### config.mk
export PLATFORM = sky130hd
export DESIGN_NAME = add_pipe
export DESIGN_NICKNAME = d
export VERILOG_FILES = /design/src/rtl/add_pipe.sv
export SDC_FILE = /design/constraint.sdc
export NUM_CORES = 1
export LEC_CHECK = 0
export BUFFER_PORTS_ARGS = -buffer_cell sky130_fd_sc_hd__buf_2
export CORE_MARGIN = 3
export CORE_UTILIZATION = 60
export CTS_CLUSTER_DIAMETER = 200
export DETAILED_ROUTE_END_ITERATION = 8
export PLACE_DENSITY = 0.9
export SLEW_MARGIN = 5
export SYNTH_ARGS = -nofsm -noshare
export SYNTH_HDL_FRONTEND = slang
export SYNTH_SLANG_ARGS = --single-unit
### constraint.sdc
create_clock -name clk -period 5.66 [get_ports clk]
set_input_delay 0.566 -clock clk [delete_from_list [all_inputs] [get_ports clk]]
set_output_delay 0.566 -clock clk [all_outputs]
set_load 0.01 [all_outputs]
### src/rtl/add_pipe.sv
// add_pipe: pipelined two's-complement adder/subtractor.
//
// A WIDTH-bit add (or subtract) is split into NSTAGE = WIDTH/SEG ripple
// segments. Stage 0 registers the operands; each following register level
// resolves one more SEG-bit segment. The output register receives the
// completed result, so a result appears NSTAGE cycles after its accepting
// edge. The whole pipe, bubbles included, stalls when the output is held
// and downstream is not ready.
//
// Parameters:
//   WIDTH  operand/result width (must be a multiple of SEG)
//   SEG    bits resolved per pipeline stage
//
// Ports:
//   clk        clock, rising edge
//   rst        synchronous active-high reset
//   in_valid   operand set valid
//   in_ready   block can accept an operand set this cycle
//   xin, yin   operands X and Y
//   zin        carry-in (add mode only)
//   sub        0: X+Y+zin, 1: X-Y
//   out_valid  result valid
//   out_ready  downstream accepts result
//   sout       sum/difference
//   cout       carry out of MSB (subtract: 1 = no borrow)
//   ovf        signed overflow
//
// Optional feature macro: ADD_PIPE_SATURATE_EN
//   When defined, an overflowing result is clamped to the signed extreme
//   matching the sign of X. When undefined, sout wraps modulo 2^WIDTH.

module add_pipe #(
    parameter int unsigned WIDTH = 16,
    parameter int unsigned SEG   = 4
) (
    input  logic             clk,
    input  logic             rst,
    input  logic             in_valid,
    output logic             in_ready,
    input  logic [WIDTH-1:0] xin,
    input  logic [WIDTH-1:0] yin,
    input  logic             zin,
    input  logic             sub,
    output logic             out_valid,
    input  logic             out_ready,
    output logic [WIDTH-1:0] sout,
    output logic             cout,
    output logic             ovf
);

    localparam int NSTAGE = int'(WIDTH / SEG);

    if ((WIDTH % SEG) != 0) begin : gen_width_check
        $error("add_pipe: WIDTH must be a multiple of SEG");
    end

    // Stage k holds the operands, the carry into segment k, and the result
    // bits below segment k that earlier stages have already resolved.
    logic             valid_q [NSTAGE];
    logic [WIDTH-1:0] a_q     [NSTAGE];
    logic [WIDTH-1:0] b_q     [NSTAGE];
    logic             carry_q [NSTAGE];
    logic [WIDTH-1:0] sum_q   [NSTAGE];

    logic             out_valid_q;
    logic [WIDTH-1:0] sout_q;
    logic             cout_q;
    logic             ovf_q;

    logic [SEG:0]     seg_sum [NSTAGE];
    logic [WIDTH-1:0] sum_ext [NSTAGE];

    logic             advance;
    logic [WIDTH-1:0] res_sum;
    logic [WIDTH-1:0] res_sout;
    logic             res_cout;
    logic             res_ovf;
    logic             a_msb;
    logic             b_msb;

    assign advance   = !out_valid_q || out_ready;
    assign in_ready  = advance;
    assign out_valid = out_valid_q;
    assign sout      = sout_q;
    assign cout      = cout_q;
    assign ovf       = ovf_q;

    // Per-stage segment adder and partial-result merge.
    always_comb begin
        for (int k = 0; k < NSTAGE; k++) begin
            seg_sum[k] = {1'b0, a_q[k][k*SEG +: SEG]}
                       + {1'b0, b_q[k][k*SEG +: SEG]}
                       + {{SEG{1'b0}}, carry_q[k]};
            sum_ext[k] = sum_q[k];
            sum_ext[k][k*SEG +: SEG] = seg_sum[k][SEG-1:0];
        end
    end

    // Flags from the last segment. The carry into the MSB is recovered from
    // the MSB sum bit: s = a ^ b ^ c_in.
    always_comb begin
        res_sum  = sum_ext[NSTAGE-1];
        res_cout = seg_sum[NSTAGE-1][SEG];
        a_msb    = a_q[NSTAGE-1][WIDTH-1];
        b_msb    = b_q[NSTAGE-1][WIDTH-1];
        res_ovf  = (a_msb ^ b_msb ^ res_sum[WIDTH-1]) ^ res_cout;
`ifdef ADD_PIPE_SATURATE_EN
        if (res_ovf) begin
            res_sout = a_msb ? {1'b1, {(WIDTH-1){1'b0}}} : {1'b0, {(WIDTH-1){1'b1}}};
        end else begin
            res_sout = res_sum;
        end
`else
        res_sout = res_sum;
`endif
    end

    // Control: valid bits and output registers, cleared by reset.
    always_ff @(posedge clk) begin
        if (rst) begin
            for (int k = 0; k < NSTAGE; k++) begin
                valid_q[k] <= 1'b0;
            end
            out_valid_q <= 1'b0;
            sout_q      <= '0;
            cout_q      <= 1'b0;
            ovf_q       <= 1'b0;
        end else if (advance) begin
            valid_q[0] <= in_valid;
            for (int k = 1; k < NSTAGE; k++) begin
                valid_q[k] <= valid_q[k-1];
            end
            out_valid_q <= valid_q[NSTAGE-1];
            // Output data only changes when a real result shifts in.
            if (valid_q[NSTAGE-1]) begin
                sout_q <= res_sout;
                cout_q <= res_cout;
                ovf_q  <= res_ovf;
            end
        end
    end

    // Datapath: only loaded alongside a valid bit, so it needs no reset.
    always_ff @(posedge clk) begin
        if (advance) begin
            if (in_valid) begin
                a_q[0]     <= xin;
                b_q[0]     <= sub ? ~yin : yin;
                carry_q[0] <= sub ? 1'b1 : zin;
                sum_q[0]   <= '0;
            end
            for (int k = 1; k < NSTAGE; k++) begin
                if (valid_q[k-1]) begin
                    a_q[k]     <= a_q[k-1];
                    b_q[k]     <= b_q[k-1];
                    carry_q[k] <= seg_sum[k-1][SEG];
                    sum_q[k]   <= sum_ext[k-1];
                end
            end
        end
    end

endmodule

# Word level (Yosys, flattened, before mapping)
# Memory sizes are Yosys's and may differ from the RTL's. A register that Yosys moved wholly into a read port is not among the register bits.
# Index checks and enable logic that the tools add are counted.
[word_totals]
reg_bits = 19
ram_bits = 200
input_bits = 38
elab_cells = 51
mem_count = 5
[classes]
addsub = 8
n_mux = 23
n_bitwise = 8
n_reduce_logical = 3
[mem_list]
columns = ["name", "words", "word_bits", "read_ports", "rd_clocked_by_memory_dff", "write_ports", "line", "text"]
rows = [
  ["a_q", 4, 16, 4, 0, 4, "60", "logic [WIDTH-1:0] a_q [NSTAGE];"],
  ["b_q", 4, 16, 4, 0, 4, "61", "logic [WIDTH-1:0] b_q [NSTAGE];"],
  ["sum_q", 4, 16, 4, 1, 4, "63", "logic [WIDTH-1:0] sum_q [NSTAGE];"],
  ["carry_q", 4, 1, 4, 0, 4, "62", "logic carry_q [NSTAGE];"],
  ["valid_q", 4, 1, 4, 0, 4, "59", "logic valid_q [NSTAGE];"],
]
[op_table]
columns = ["cell", "n"]
rows = [
  ["1-bit 2-to-1 mux", 22],
  ["4-bit by 4-bit adder with 5-bit output", 4],
  ["5-bit by 1-bit adder with 5-bit output", 4],
  ["16-bit 2-to-1 mux", 1],
  ["16-bit NOT", 1],
  ["1-bit OR", 4],
  ["1-bit bitwise XOR", 3],
  ["2-bit AND reduction", 1],
  ["1-bit logical NOT", 1],
  ["1-bit logical OR", 1],
]

# Logic depth before layout (Yosys ltp)
[logic_depth]
depth_word = 6
depth_mapped = 6
mapped_depth_nobuf = 6

# Worst setup path after synthesis
# Ideal clock, no wire load.
[synth_timing]
kind = "input-to-reg"
startpoint = "input port out_ready"
endpoint = "memory a_q[0][0] (enable)"
setup_time_ps = 393
arrival_time_ps = 1626
t_required_ps = 5267
path_slack_ps = 3641
cell_stages = 3
n_path_buf = 1
cell_sequence = "nand2b_1 -> buf_6 -> and2_1"
[synth_lines]
columns = ["element", "line", "text"]
rows = [
  ["from (decl)", "45", "input logic out_ready,"],
  ["to (decl)", "60", ""],
]

==> reports/results.tsv <==
metric	value	unit
synth.distinct_cells	27	
synth_edf_count	112	
synth_top_area_share	69.5	%
grt_max_degree	34	
ctsHoldBuffers	0	
vias	2307	
drive_gt1_share	25.9	%
cellPowerDensity	397	nW/µm²
antenna_left	0	
synth_nets	339	
hold_class	in2reg	
cts.repair.resized	0	
multi_input_area	993	µm²
crit_path_frequent_cell	fa_1	
overflow	0	
num_antenna_cells	0	
drv_slew	0	
synthFlopType	edfxtp_1	
wl_per_cell	14.6	µm
synth_seq_cells	131	
slew_headroom	22.4	%
cts_setup_buffers	0	
syn_area_per_cell	17.2	µm²
cts_tree	built	
worstPathArrival	2560	ps
root_buffer	clkbuf_8	
coreArea	7770	µm²
yosysWarningCount	0	
fmax	471	MHz
dp_hpwl	4430	µm
synthCells	281	
final.fill_count	468	
cts-htree-levels	4	
cts_buffer_depth	2	
insertion_delay	510	ps
worst_slew_pin_slew	1160	ps
drv_cap	0	
min_period	2120	ps
cts.sinks	131	
clk_pin_slew	60	ps
min_path_cells	1	
die-area	9180	µm²
critical_path_class	reg2reg	
io_pins	58	
cp-start-kind	register	
drtIter0Drc	69	
antenna_found_initial	0	
grt_pass1_wl	10800	µm
nets	408	
crit_slowest_cell	fa_1	
max-vdd-ir-drop	0.288	mV
io_buffers	57	
rsz0062_at_grt	false	
grt_pass1_vias	2287	
syn_area	4840	µm²
rows	32	
grt_use_total	16.6	%
area_growth	19.7	%
status	completed	
async_flop_share	0	%
gp_congestion	0.722	
required	6100	ps
power.leakage	2.21	nW
postLayoutCellArea	5790	µm²
postPlaceCellArea	5210	µm²
worst-r2r-cell-count	6	
yosysTopAreaCell	edfxtp_1	
cp_max_fo	2	
cts-buffers-inserted	17	
wirelength	6800	µm
timing.final.crit_share	37.5	%
setup_viol	0	
critPathCaptureType	register	
die_x	95.8	µm
hold_violations	0	
avgViaCountPerCell	4.96	
seq_area_frac_synth	77.4	%
cp_slowest_stage_delay	490	ps
start_util	62.3	%
synth_area_leaders	edfxtp_1, dfxtp_1, fa_1	
fin_skew	4.76	ps
route.detailed.drc	0	
regArea	3740	µm²
totalNegativeSetupSlack	0	ps
die_y	95.8	µm
crit_chain	fa_1 -> fa_1 -> a21o_1 -> a21oi_4 -> xnor2_1 -> a211oi_2	
firstDrtPassIters	4	
==> registers in the layout, indices dropped and copies added, names as in the netlist <==
name       cells
a_q           40
b_q           40
carry_q        4
cout           1
out_valid      1
ovf            1
sout          16
sum_q         24
valid_q        4
==> layer usage <==
| metal | GRT usage (%) | share of wire, % | up-vias |
|---|---|---|---|
| li1 | - | - | 1138 |
| met1 | 18.0 | 39 | 1067 |
| met2 | 28.0 | 52 | 85 |
| met3 | 6.33 | 5.8 | 17 |
| met4 | 9.12 | 2.9 | 0 |
| met5 | 0 | 0 | - |
==> where the power goes <==
group	switching (W)	internal, W
registers	0.0000169	0.00111
clock network	0.000367	0.000703
logic	0.0000591	0.0000436
==> synthesized netlist by cell type, drive strengths merged (3+ instances only) <==
master	instances
nor2	3
and2	9
ha	12
dfxtp	19
a211oi	3
a21o	5
fa	8
buf	6
xor2	17
nand2	29
nand2b	4
nor2b	4
a21oi	20
inv	13
edfxtp	112
xnor2	8
o21ai	3
==> placed cells by master (no fill, tap or decap) <==
master / count
a211oi_2: 3
a21o_1: 5
a21oi_1: 18
a21oi_2: 1
a21oi_4: 1
and2_1: 8
and2_4: 1
buf_2: 57
buf_4: 1
bufinv_16: 4
clkbuf_1: 1
clkbuf_16: 16
clkbuf_8: 1
clkinv_1: 4
clkinv_2: 5
clkinvlp_4: 1
dfxtp_1: 19
edfxtp_1: 112
fa_1: 8
ha_1: 12
inv_1: 13
nand2_1: 28
nand2_2: 1
nand2b_1: 4
nand3b_1: 1
nor2_1: 3
nor2b_1: 4
o21ai_0: 3
o31ai_1: 1
or2_2: 2
xnor2_1: 8
xor2_1: 17
==> final timing paths <==
path	slack, ps	endpoint	startpoint
min reg2reg	410	b_q[2][15]$_DFFE_PP_	b_q[1][15]$_DFFE_PP_
max	3540	ovf$_SDFFE_PP0P_	b_q[3][12]$_DFFE_PP_
max reg2reg	3540	ovf$_SDFFE_PP0P_	b_q[3][12]$_DFFE_PP_
min	230	a_q[0][1]$_DFFE_PP_	xin[1]
==> critical path, delay by kind of cell (launching register included) <==
kind	cells	cell delay, ps
adders and majority gates	2	920
xor gates and xnor gates	1	100
AOI/OAI and AO/OA	3	630
DFF	1	410
==> layout make-up <==
cell class                      count  area share [%]
Clock inverter                     14            2.89
Multi-Input combinational cell    129            17.2
Clock buffer                       18            7.22
Tap cell                          102            2.20
Sequential cell                   131            64.6
Timing Repair Buffer               58            5.06
Inverter                           13           0.843
==> kinds of logic after synthesis <==
group / Yosys count / synth area share, %
compound gates: 32 / 4.40
xor+xnor: 25 / 4.52
fa+ha+maj: 20 / 6.41
buf+inv: 21 / 2.12
flops: 131 / 77.4
simple gates: 52 / 5.20
==> through the flow <==
step	setup slack, ps	power (W)	std cells	hold WS, ps	utilization [%]
6_report	3540	0.00230	465	225	74.6
5_1_grt	3460	0.00238	465	196	74.6
4_1_cts	3520	0.00232	465	201	74.6
3_5_place_dp	3300	0.00125	433	405	67.0
3_3_place_gp	3380	0.00124	433	403	67.0
2_1_floorplan	3640	0.00121	281	400	-
Power figures use the tool's default switching activity.
